--- config.mk ---
export PLATFORM = sky130hd
export DESIGN_NAME = bus_reader_flat
export DESIGN_NICKNAME = d
export VERILOG_FILES = /design/src/rtl/bus_pkg.sv /design/src/rtl/bus_reader_if.sv /design/src/rtl/bus_reader_wrap_counter.sv /design/src/rtl/bus_reader.sv /design/src/flat_wrapper.sv
export SDC_FILE = /design/constraint.sdc
export NUM_CORES = 1
export LEC_CHECK = 0
export ABC_CLOCK_PERIOD_IN_PS = 1900
export CORE_MARGIN = 8
export CORE_UTILIZATION = 51
export CTS_BUF_LIST = sky130_fd_sc_hd__clkbuf_2 sky130_fd_sc_hd__clkbuf_4 sky130_fd_sc_hd__clkbuf_8
export DETAILED_ROUTE_END_ITERATION = 10
export HOLD_SLACK_MARGIN = 0.06
export PLACE_DENSITY = 0.78
export SYNTH_ARGS = -nofsm -noshare
export SYNTH_HDL_FRONTEND = slang
export SYNTH_SLANG_ARGS = --single-unit
--- constraint.sdc ---
create_clock -name i_clk -period 1.9 [get_ports i_clk]
set_input_delay 0.38 -clock i_clk [delete_from_list [all_inputs] [get_ports i_clk]]
set_output_delay 0.38 -clock i_clk [all_outputs]
set_load 0.01 [all_outputs]
--- src/rtl/bus_pkg.sv ---
// Shared CPU-bus definitions used by the bus transmitter and the bus_reader receive FIFO.
package bus_pkg;
    typedef logic [7:0] byte_t;

    // Value seen on an undriven bus, and the reset value of every bus register.
    localparam byte_t BUS_IDLE = 8'hff;
endpackage

--- src/rtl/bus_reader_if.sv ---
// Consumer-side view of bus_reader: bus capture inputs, FIFO drain handshake and status.
interface bus_reader_if #(
    parameter int DATA_WIDTH = 8,
    parameter int DEPTH      = 4
);
    logic [DATA_WIDTH-1:0]  i_bus;
    logic                   i_nLoad;
    logic [DATA_WIDTH-1:0]  o_data;
    logic                   o_valid;
    logic                   i_ready;
    logic                   o_full;
    logic [$clog2(DEPTH):0] o_count;
    logic                   o_overflow;
    logic                   i_clearOvf;

    modport slave (
        input  i_bus, i_nLoad, i_ready, i_clearOvf,
        output o_data, o_valid, o_full, o_count, o_overflow
    );

    modport master (
        output i_bus, i_nLoad, i_ready, i_clearOvf,
        input  o_data, o_valid, o_full, o_count, o_overflow
    );
endinterface

--- src/rtl/bus_reader_wrap_counter.sv ---
// Modulo-DEPTH pointer with increment enable; DEPTH is a power of two so the wrap is free.
module wrap_counter #(
    parameter int DEPTH = 4,
    parameter int WIDTH = $clog2(DEPTH)
) (
    input  logic             i_clk,
    input  logic             i_reset,
    input  logic             i_inc,
    output logic [WIDTH-1:0] o_value
);
    logic [WIDTH-1:0] value_reg;

    always_ff @(posedge i_clk or posedge i_reset) begin
        if (i_reset) begin
            value_reg <= '0;
        end else if (i_inc) begin
            value_reg <= value_reg + 1'b1;
        end
    end

    assign o_value = value_reg;
endmodule

--- src/rtl/bus_reader.sv ---
// Receive side of the shared CPU bus: captures bytes while i_nLoad is low into a
// show-ahead FIFO drained by a valid/ready consumer, with a sticky overflow flag.
module bus_reader
    import bus_pkg::*;
#(
    parameter int DATA_WIDTH = 8,
    parameter int DEPTH      = 4
) (
    input  logic         i_clk,
    input  logic         i_reset,
    bus_reader_if.slave  bus
);
    localparam int PW = $clog2(DEPTH);
    localparam int CW = PW + 1;
    // Idle pattern widened to DATA_WIDTH so wider buses still read all ones when empty.
    localparam logic [DATA_WIDTH-1:0] IDLE_WORD = DATA_WIDTH'({((DATA_WIDTH + 7) / 8){BUS_IDLE}});

    logic [DATA_WIDTH-1:0] mem_reg [DEPTH];
    logic [PW-1:0]         rd_ptr;
    logic [PW-1:0]         wr_ptr;
    logic [CW-1:0]         count_reg;
    logic [CW-1:0]         count_next;
    logic                  ovf_reg;
    logic                  ovf_next;
    logic                  valid;
    logic                  full;
    logic                  push;
    logic                  pop;
    logic                  drop;

    assign valid = (count_reg != '0);
    assign full  = (count_reg == CW'(DEPTH));
    assign pop   = valid && bus.i_ready;
    // A pop frees the head slot on the same edge, so a full FIFO can still accept.
    assign push  = !bus.i_nLoad && (!full || pop);
    assign drop  = !bus.i_nLoad && full && !pop;

    wrap_counter #(.DEPTH(DEPTH), .WIDTH(PW)) u_wr_ptr (
        .i_clk   (i_clk),
        .i_reset (i_reset),
        .i_inc   (push),
        .o_value (wr_ptr)
    );

    wrap_counter #(.DEPTH(DEPTH), .WIDTH(PW)) u_rd_ptr (
        .i_clk   (i_clk),
        .i_reset (i_reset),
        .i_inc   (pop),
        .o_value (rd_ptr)
    );

    genvar gi;
    generate
        for (gi = 0; gi < DEPTH; gi++) begin : g_entry
            always_ff @(posedge i_clk or posedge i_reset) begin
                if (i_reset) begin
                    mem_reg[gi] <= IDLE_WORD;
                end else if (push && (wr_ptr == PW'(gi))) begin
                    mem_reg[gi] <= bus.i_bus;
                end
            end
        end
    endgenerate

    always_comb begin
        count_next = count_reg;
        case ({push, pop})
            2'b10:   count_next = count_reg + 1'b1;
            2'b01:   count_next = count_reg - 1'b1;
            default: count_next = count_reg;
        endcase
    end

    // A drop on the same edge as a clear request keeps the flag set.
    always_comb begin
        ovf_next = ovf_reg;
        if (drop) begin
            ovf_next = 1'b1;
        end else if (bus.i_clearOvf) begin
            ovf_next = 1'b0;
        end
    end

    always_ff @(posedge i_clk or posedge i_reset) begin
        if (i_reset) begin
            count_reg <= '0;
            ovf_reg   <= 1'b0;
        end else begin
            count_reg <= count_next;
            ovf_reg   <= ovf_next;
        end
    end

    assign bus.o_data     = valid ? mem_reg[rd_ptr] : IDLE_WORD;
    assign bus.o_valid    = valid;
    assign bus.o_full     = full;
    assign bus.o_count    = count_reg;
    assign bus.o_overflow = ovf_reg;
endmodule

--- src/flat_wrapper.sv ---
// flat-port wrapper written by rule: the top's interface ports become plain ports
module bus_reader_flat import bus_pkg::*;
#(
    parameter int DATA_WIDTH = 8,
    parameter int DEPTH      = 4
)
  (i_clk, i_reset, bus_i_bus, bus_i_nLoad, bus_i_ready, bus_i_clearOvf, bus_o_data, bus_o_valid, bus_o_full, bus_o_count, bus_o_overflow);
  bus_reader_if #(.DATA_WIDTH(DATA_WIDTH), .DEPTH(DEPTH)) bus_i ();
  input  logic i_clk;
  input  logic i_reset;
  input wire logic [$bits(bus_i.i_bus)-1:0] bus_i_bus;
  input wire logic [$bits(bus_i.i_nLoad)-1:0] bus_i_nLoad;
  input wire logic [$bits(bus_i.i_ready)-1:0] bus_i_ready;
  input wire logic [$bits(bus_i.i_clearOvf)-1:0] bus_i_clearOvf;
  output wire logic [$bits(bus_i.o_data)-1:0] bus_o_data;
  output wire logic [$bits(bus_i.o_valid)-1:0] bus_o_valid;
  output wire logic [$bits(bus_i.o_full)-1:0] bus_o_full;
  output wire logic [$bits(bus_i.o_count)-1:0] bus_o_count;
  output wire logic [$bits(bus_i.o_overflow)-1:0] bus_o_overflow;
  assign bus_i.i_bus = bus_i_bus;
  assign bus_i.i_nLoad = bus_i_nLoad;
  assign bus_i.i_ready = bus_i_ready;
  assign bus_i.i_clearOvf = bus_i_clearOvf;
  assign bus_o_data = bus_i.o_data;
  assign bus_o_valid = bus_i.o_valid;
  assign bus_o_full = bus_i.o_full;
  assign bus_o_count = bus_i.o_count;
  assign bus_o_overflow = bus_i.o_overflow;
  bus_reader #(.DATA_WIDTH(DATA_WIDTH), .DEPTH(DEPTH)) u_core (.i_clk(i_clk), .i_reset(i_reset), .bus(bus_i));
endmodule
==> results of run 1 <==
worst paths after layout:
path,start,to,slack (ps),cells after the start
min,i_reset,u_core.u_wr_ptr.o_value[0],510,3
max,u_core.u_rd_ptr.o_value[0],bus_o_data[2],-220,4
min in group i_clk,u_core.bus.o_overflow,u_core.bus.o_overflow,580,2
max reg2reg,u_core.bus.o_count[0],u_core.bus.o_count[2],-20,9
max in group asynchronous,i_reset,u_core.u_rd_ptr.o_value[1],1030,3
min reg2reg,u_core.bus.o_overflow,u_core.bus.o_overflow,580,2
power breakdown:
group          leakage, nW  switching, mW  internal (mW)
Combinational        0.660          0.990           1.81
Clock               0.0477          0.303          0.295
Sequential           0.429          0.281           1.54
Total                 1.14           1.57           3.64
cell usage in the layout (no fill, tap or decap), types with 4 or more instances in the layout:
master           instances
dfrtp_1                  5
mux4_2                   8
ha_1                     4
nor3b_2                  4
or2_4                    8
clkdlybuf4s50_1         15
buf_4                   32
inv_1                    6
clkbuf_8                 6
dfstp_2                 32
mux2_2                  33
buf_6                   11
what timing repair did:
action	in CTS	in global routing
buffers inserted	6	2
pin swaps	5	5
resized for setup	58	6
endpoints found under the setup margin	12	11
layer usage:
layer | global-route usage | share of wire | vias to the layer above
met3 | 0.03802 | 0.035 | 10
met4 | 0.07736 | 0.025 | 0
met1 | 0.1625 | 0.38 | 632
met5 | 0 | 0 | -
li1 | - | - | 580
met2 | 0.2632 | 0.55 | 17
cell families after synthesis:
family,share of synthesized area
and+or+nand+nor,0.08328
adders and majority gates,0.04228
muxes,0.2876
xor gates and xnor gates,0.02691
buffers and inverters,0.02434
DFF,0.5330
AOI/OAI and AO/OA,0.002560
Yosys cell counts (all sizes together):
master	instances	area (um2)
xnor2	3	26.28
nand2	1	3.750
and2	1	6.260
dfstp	32	840.8
or2	8	50.05
o21ai	1	5.000
dfrtp	8	200.2
mux4	8	180.2
clkbuf	1	3.750
nor3	1	5.000
fa	1	20.02
inv	9	33.78
ha	5	62.56
nor4b	1	23.77
nor3b	5	57.56
xor2	3	26.28
mux2i	1	10.01
nand3	1	5.000
mux2	33	371.6
nor2	3	11.26
buf	2	10.01
critical path: cells and delay by family, from the launching register on:
| family | cells | cell delay [ps] |
|---|---|---|
| and+or+nand+nor | 1 | 240 |
| DFF | 1 | 410 |
| buffers and inverters | 2 | 280 |
| muxes | 1 | 510 |
through the flow:
stage          instance area [um2]  hold slack [ps]
3_5_place_dp                  2476            540.9
3_3_place_gp                  2476            508.9
6_report                      2688            512.7
4_1_cts                       2663            523.2
5_1_grt                       2688            555.6
2_1_floorplan                 1967            476.4
layout make-up:
class                           instances  share of cell area
Sequential cell                        40              0.3887
Multi-Input combinational cell         76              0.3408
Timing Repair Buffer                   61              0.1997
Clock buffer                            6             0.03073
Tap cell                               48             0.02235
Inverter                                9             0.01257
Clock inverter                          2            0.005121
==> results_dict.tcl, run 1 <==
set metrics [dict create \
    drv_slew 0 \
    finish.utilization 0.7341 \
    cts-buffers-inserted 5 \
    viasPerCell 5.120 \
    first_pass_iters 3 \
    port_buffers 26 \
    violations "negative setup slack" \
    crit_path_top_delay_cell "mux4_2" \
    relSlewSlack 0.6754 \
    ant_nets 0 \
    dp_hpwl_mm 3.034 \
    p_per_area_nw_per_um2 1941 \
    finalClockSkew_ps 4.945 \
    drcViolationCount 0 \
    cts_tree "built" \
    drive_gt1_frac 0.7680 \
    crit_type "reg2out" \
    syn_area_um2 1953 \
    clk_latency_ps 290 \
    fin_cells 242 \
    largest_reg_flops 32 \
    cts_buffer_depth 2 \
    ioPinCount 27 \
    gp_congestion 0.7481 \
    drt_iter0_markers 54 \
    arrival_ps 1740 \
    ctsHtreeMaxLevel 2 \
    ir_drop_mv 0.9510 \
    die_x_um 77.89 \
    crit_path_max_fanout 5 \
    status "finished with violations" \
    path_common_cell "buf_6" \
    setup-tns-final_ps -1306 \
    cts.sinks 40 \
    multi_input_area_um2 915.9 \
    start_util 0.5335 \
    dp.cells 226 \
    synth_cells 128 \
    clockRootBuffer "clkbuf_8" \
    grt_pass1_wl_mm 7.086 \
    period_minus_slack_ps 2119 \
    die_h_um 77.89 \
    nets 212 \
    maxCapViolCount 0 \
    grt_antenna_before_repair 0 \
    required_ps 1520 \
    worst-slew-pin-transition_ps 486.9 \
    yosysWarnings 0 \
    final-hold-violation-count 0 \
    synth.yosys.seq_area_share 0.5330 \
    max_stage_delay_ps 510 \
    wl_mm 4.330 \
    dieArea_um2 6066 \
    p_leak_nw 1.137 \
    diodes 0 \
    syn_area_per_cell_um2 15.26 \
    ys_ff_latch 40 \
    startpoint_type "register" \
    hold_class "in2async" \
    finalCritPeriodShare 1.115 \
    hold_buffers 0 \
    synth_nets 147 \
    setup_slack_ps -219.2 \
    clk_pin_slew_ps 80 \
    cp_cell_sequence "buf_6 > mux4_2 > or2_4 > buf_6" \
    endpoint_kind "output pin" \
    area_growth_pct 37.60 \
    vias 1239 \
    final-seq-area_um2 1045 \
    power_mw 5.217 \
    routedWlPerCell_um 17.89 \
    core_area_um2 3661 \
    overflow 0 \
    nFillCells 238 \
    dp_slack_ps -482.7 \
    rsz0062_at_grt "true" \
    rows 22 \
    grt_pass1_vias 1479 \
    final-setup-viol-count 9 \
    grt_max_degree 41 \
    track_usage 0.1498 \
    max_freq_mhz 471.9 \
    yosysUniqueCellTypes 22 \
]
Note: power is estimated with default switching activity, not from simulation.
==> run 2, diff against run 1 <==
Settings changed: PLACE_DENSITY 0.78 to 0.86.
==> run 2 against run 1 <==
Net effect: the run still ends with negative setup slack left; critical path type unchanged; cell count fell by 3.7%; worst hold slack worse by 12 ps; sequential share of layout area grew 0.45 points.
==> results_dict.tcl, run 2 (same netlist as run 1, synthesis figures left out) <==
set metrics [dict create \
    drv_slew 0 \
    drt_iter0_markers 63 \
    vias 1228 \
    relSlewSlack 0.6827 \
    dieArea_um2 6066 \
    dp.cells 220 \
    finalClockSkew_ps 3.796 \
    endpoint_kind "output pin" \
    ctsHtreeMaxLevel 2 \
    startpoint_type "register" \
    max_stage_delay_ps 500 \
    status "finished with violations" \
    crit_type "reg2out" \
    setup_slack_ps -149.9 \
    path_delay_family "multiplexers" \
    final-hold-violation-count 0 \
    nets 203 \
    die_h_um 77.89 \
    use_met1 0.1527 \
    drive_gt1_frac 0.7459 \
    cts_buffer_depth 2 \
    period_minus_slack_ps 2050 \
    hold_class "in2async" \
    nFillCells 241 \
    first_pass_iters 4 \
    cp_cell_sequence "buf_12 > mux4_2 > or2_4 > buf_6" \
    grt_pass1_wl_mm 6.534 \
    required_ps 1520 \
    die_x_um 77.89 \
    power_mw 5.220 \
    clockRootBuffer "clkbuf_8" \
    ir_drop_mv 1.053 \
    worst-slew-pin-transition_ps 476.0 \
    final-seq-area_um2 1044 \
    max_freq_mhz 487.8 \
    fin_hold_ws_ps 500.3 \
    drcViolationCount 0 \
    start_util 0.5335 \
    cts.sinks 40 \
    cts_tree "built" \
    grt_pass1_vias 1360 \
    ant_nets 0 \
    use_met2 0.2381 \
    violations "negative setup slack" \
    multi_input_area_um2 910.9 \
    viasPerCell 5.270 \
    grt_use_met3 0.04724 \
    crit_path_top_delay_cell "mux4_2" \
    largest_reg_flops 32 \
    final_cell_mix "mux2_2, dfstp_2, buf_4" \
    gp_congestion 0.7256 \
    finalCritPeriodShare 1.079 \
    clk_latency_ps 290 \
    cts-buffers-inserted 5 \
    maxCapViolCount 0 \
    p_per_area_nw_per_um2 1967 \
    port_buffers 26 \
    final_common_cell "mux2_2" \
    dp_hpwl_mm 2.807 \
    wl_mm 3.778 \
    crit_path_max_fanout 8 \
    clk_pin_slew_ps 70 \
    overflow 0 \
    track_usage 0.1363 \
    grt-busiest-layer "met2" \
    final-setup-viol-count 8 \
    finish.utilization 0.7249 \
    arrival_ps 1670 \
    ioPinCount 27 \
    fin_cells 233 \
    p_leak_nw 1.114 \
    rsz0062_at_grt "true" \
    grt_antenna_before_repair 0 \
    diodes 0 \
    area_growth_pct 35.87 \
    core_area_um2 3661 \
    routedWlPerCell_um 16.21 \
    rows 22 \
    grt_max_degree 41 \
    cp.buffers_inverters 2 \
    hold_buffers 0 \
]
[run 2: timing repair]
item,4_1_cts,5_1_grt
resized for setup,55,3
endpoints found under the setup margin,12,11
setup buffers,4,1
pin swaps,6,3
[run 2: metrics by stage]
stage / setup TNS, ps / cell area [um2] / setup slack [ps]
after global routing: -1519 / 2654 / -211.1
after detailed placement: -4303 / 2444 / -464.7
after CTS: -1148 / 2643 / -167.4
final: -960.2 / 2654 / -149.9
after global placement: -3292 / 2444 / -397.2
after floorplan: -233.9 / 1967 / -173.8
[run 2: layout make-up]
cell class / count / area share
inverters: 9 / 0.01273
multi-input cells: 76 / 0.3432
clock inverters: 1 / 0.01132
clock buffers: 7 / 0.03630
well taps: 48 / 0.02263
flip-flops and latches: 40 / 0.3932
repair buffers: 52 / 0.1806
[run 2: worst paths after layout]
path	from	end	slack, ps	depth (start not counted)
worst min register to register	u_core.bus.o_overflow	u_core.bus.o_overflow	550	2
worst max-delay path	u_core.u_rd_ptr.o_value[0]	bus_o_data[4]	-150	4
worst min-delay path	i_reset	u_core.u_wr_ptr.o_value[0]	500	3
worst max register to register	u_core.bus.o_count[0]	u_core.bus.o_count[2]	20	9
max in group asynchronous	i_reset	u_core.mem_reg[4]	1040	3
min in group i_clk	u_core.bus.o_overflow	u_core.bus.o_overflow	550	2
[run 2: metal layers]
layer / routed length, um / up-vias
met5: 0 / -
met4: 47 / 0
met3: 202 / 6
met2: 1982 / 22
met1: 1546 / 642
li1: - / 558
[run 2: where the power goes]
group / internal [mW] / leakage [nW] / switching (mW)
combinational: 1.73 / 0.620 / 0.933
sequential: 1.54 / 0.430 / 0.267
clock: 0.463 / 0.0645 / 0.282
total: 3.74 / 1.11 / 1.48
[run 2: worst register-to-register path, delay by kind of cell (launching register included)]
family / cells / cell delay, ps
AND/OR/NAND/NOR: 3 / 470
XOR/XNOR: 2 / 280
adder cells (fa/ha/maj): 2 / 510
flip-flops: 1 / 450
buffers and inverters: 2 / 100
==> run 3, diff against run 2 <==
Settings changed: MAX_ROUTING_LAYER set to met4, SYNTH_HIERARCHICAL set to 1.
==> run 3 against run 2 <==
Net effect: the run still ends with negative setup slack left; worst hold slack worse by 200 ps; design area up 3.1%; critical endpoint is now bus_o_data[3]; clock power up 27%; synthesized area up 5.8%; total power up 4.4%; combinational power about the same; flip-flop and latch count unchanged; global-route usage up 2.4 points; die area up 4.6%.
==> results_dict.tcl, run 3 <==
set metrics [dict create \
    status "finished with violations" \
    violations "negative setup slack" \
    rsz0062_at_grt "true" \
    ant_nets 0 \
    reg2reg_to "u_core/bus.o_count[1]" \
    dieArea_um2 6346 \
    r2r_slack_ps 70 \
    ioPinCount 27 \
    final_cell_mix "dfstp_2, mux2_2, buf_4" \
    ir_drop_mv 1.064 \
    synth.yosys.seq_area_share 0.5036 \
    placedInstanceArea_um2 2499 \
    area_growth_pct 32.32 \
    drcViolationCount 0 \
    yosysUniqueCellTypes 40 \
    die_x_um 79.66 \
    nFillCells 258 \
    largest_reg_flops 32 \
    synth_nets 160 \
    synth-main-ff-cell "dfstp_2" \
    overflow 0 \
    endpoint_kind "output pin" \
    synth_area_leader_cell "dfstp_2" \
    ys_ff_latch 40 \
    dp_hpwl_mm 3.198 \
    required_ps 1520 \
    clockRootBuffer "clkbuf_8" \
    netlist.area_leader.share 0.4068 \
    arrival_ps 1720 \
    reg2reg_depth 8 \
    grt_antenna_before_repair 0 \
    finish.utilization 0.6937 \
    grt_max_degree 33 \
    finalClockSkew_ps 9.365 \
    dp.cells 229 \
    clk_latency_ps 290 \
    yosysWarnings 6 \
    viasPerCell 5.708 \
    grt_pass1_wl_mm 7.714 \
    max_freq_mhz 476.6 \
    synth_common_cells "dfstp_2, mux2_2" \
    period_minus_slack_ps 2098 \
    cts-buffers-inserted 5 \
    die_h_um 79.66 \
    syn_area_per_cell_um2 14.16 \
    rr_startpoint "u_core/bus.o_count[1]" \
    first_pass_iters 4 \
    wl_mm 4.590 \
    track_usage 0.1606 \
    setup_slack_ps -198.1 \
    cts_tree "built" \
    core_area_um2 3943 \
    drv_slew 0 \
    vias 1370 \
    crit_path_max_fanout 5 \
    syn_area_um2 2067 \
    power_mw 5.449 \
    synth_cells 146 \
    drive_gt1_frac 0.6684 \
    cts_buffer_depth 2 \
    finalCritPeriodShare 1.104 \
    routedWlPerCell_um 19.13 \
    maxCapViolCount 0 \
    port_buffers 26 \
    cts.sinks 40 \
    hold_class "in2async" \
    nets 203 \
    final-setup-viol-count 8 \
    gp_congestion 0.8271 \
    diodes 0 \
    p_leak_nw 1.152 \
    finalInstanceArea_um2 2735 \
    yosysMostFrequentCell "dfstp_2" \
    synthArstFlopShare 1.000 \
    crit_start "u_core/u_rd_ptr/o_value[0]" \
    synth_edf_count 0 \
    grt_pass1_vias 1571 \
    ys_top_cells_by_area "dfstp_2, mux2_2, dfrtp_1" \
    startpoint_type "register" \
    worst-slew-pin-transition_ps 677.5 \
    start_util 0.5243 \
    dp_slack_ps -355.7 \
    relSlewSlack 0.5459 \
    fin_cells 240 \
    final-hold-violation-count 0 \
    rows 23 \
    p_per_area_nw_per_um2 1992 \
    crit_type "reg2out" \
    setup-tns-final_ps -1407 \
    fin_hold_ws_ps 296.9 \
    final_common_cell "dfstp_2" \
    hold_buffers 0 \
    clk_pin_slew_ps 70 \
    drt_iter0_markers 63 \
    ctsHtreeMaxLevel 2 \
]
run 3: report_power, final:
group | switching, mW | total (mW) | internal, mW
Clock | 0.289 | 0.946 | 0.657
Combinational | 0.957 | 2.64 | 1.69
Sequential | 0.325 | 1.86 | 1.53
Total | 1.57 | 5.45 | 3.88
run 3: worst max-delay path, cell delays in order (launching register included):
cell and delay [ps]:
dfrtp_2 410, clkbuf_16 160, mux4_2 490, or2_4 240, buf_6 120
run 3: per-layer routing:
layer | wire (um) | up-vias | GRT usage
li1 | - | 614 | -
met4 | 78 | 0 | 0.06111
met5 | 0 | - | -
met2 | 2525 | 32 | 0.2738
met1 | 1809 | 715 | 0.1763
met3 | 176 | 9 | 0.03941
run 3: worst max path at each step:
stage	end	depth (start not counted)
after floorplan	u_core/bus.o_count[1]	9
after global placement	u_core/mem_reg[30]	5
after detailed placement	u_core/mem_reg[27]	5
after CTS	bus_o_data[7]	4
after global routing	bus_o_data[3]	4
final	bus_o_data[3]	4
run 3: kinds of logic (layout without fill, tap and decap cells):
kind of cell	Yosys count	after routing	share of synthesized area
compound gates	15	15	0.05086
flops	40	40	0.5036
buf+inv	16	60	0.03813
mux	40	40	0.2760
simple gates	30	30	0.1047
fa+ha+maj	1	1	0.009686
xor+xnor	4	4	0.01695
run 3: timing repair:
| action | 4_1_cts | 5_1_grt |
|---|---|---|
| endpoints found under the setup margin | 35 | 11 |
| gates cloned | 1 | 0 |
| pin swaps | 1 | 3 |
| gates resized for setup | 52 | 4 |
| setup buffers | 1 | 1 |
run 3: final cells by class:
cell class | instances | area [um2] | area share
tap | 50 | 62.56 | 0.02287
clock inverter | 3 | 90.09 | 0.03294
sequential | 40 | 1044 | 0.3815
inverter | 7 | 26.28 | 0.009607
clock buffer | 5 | 68.82 | 0.02516
timing repair buffer | 45 | 455.4 | 0.1665
multi-input combinational | 90 | 988.4 | 0.3614
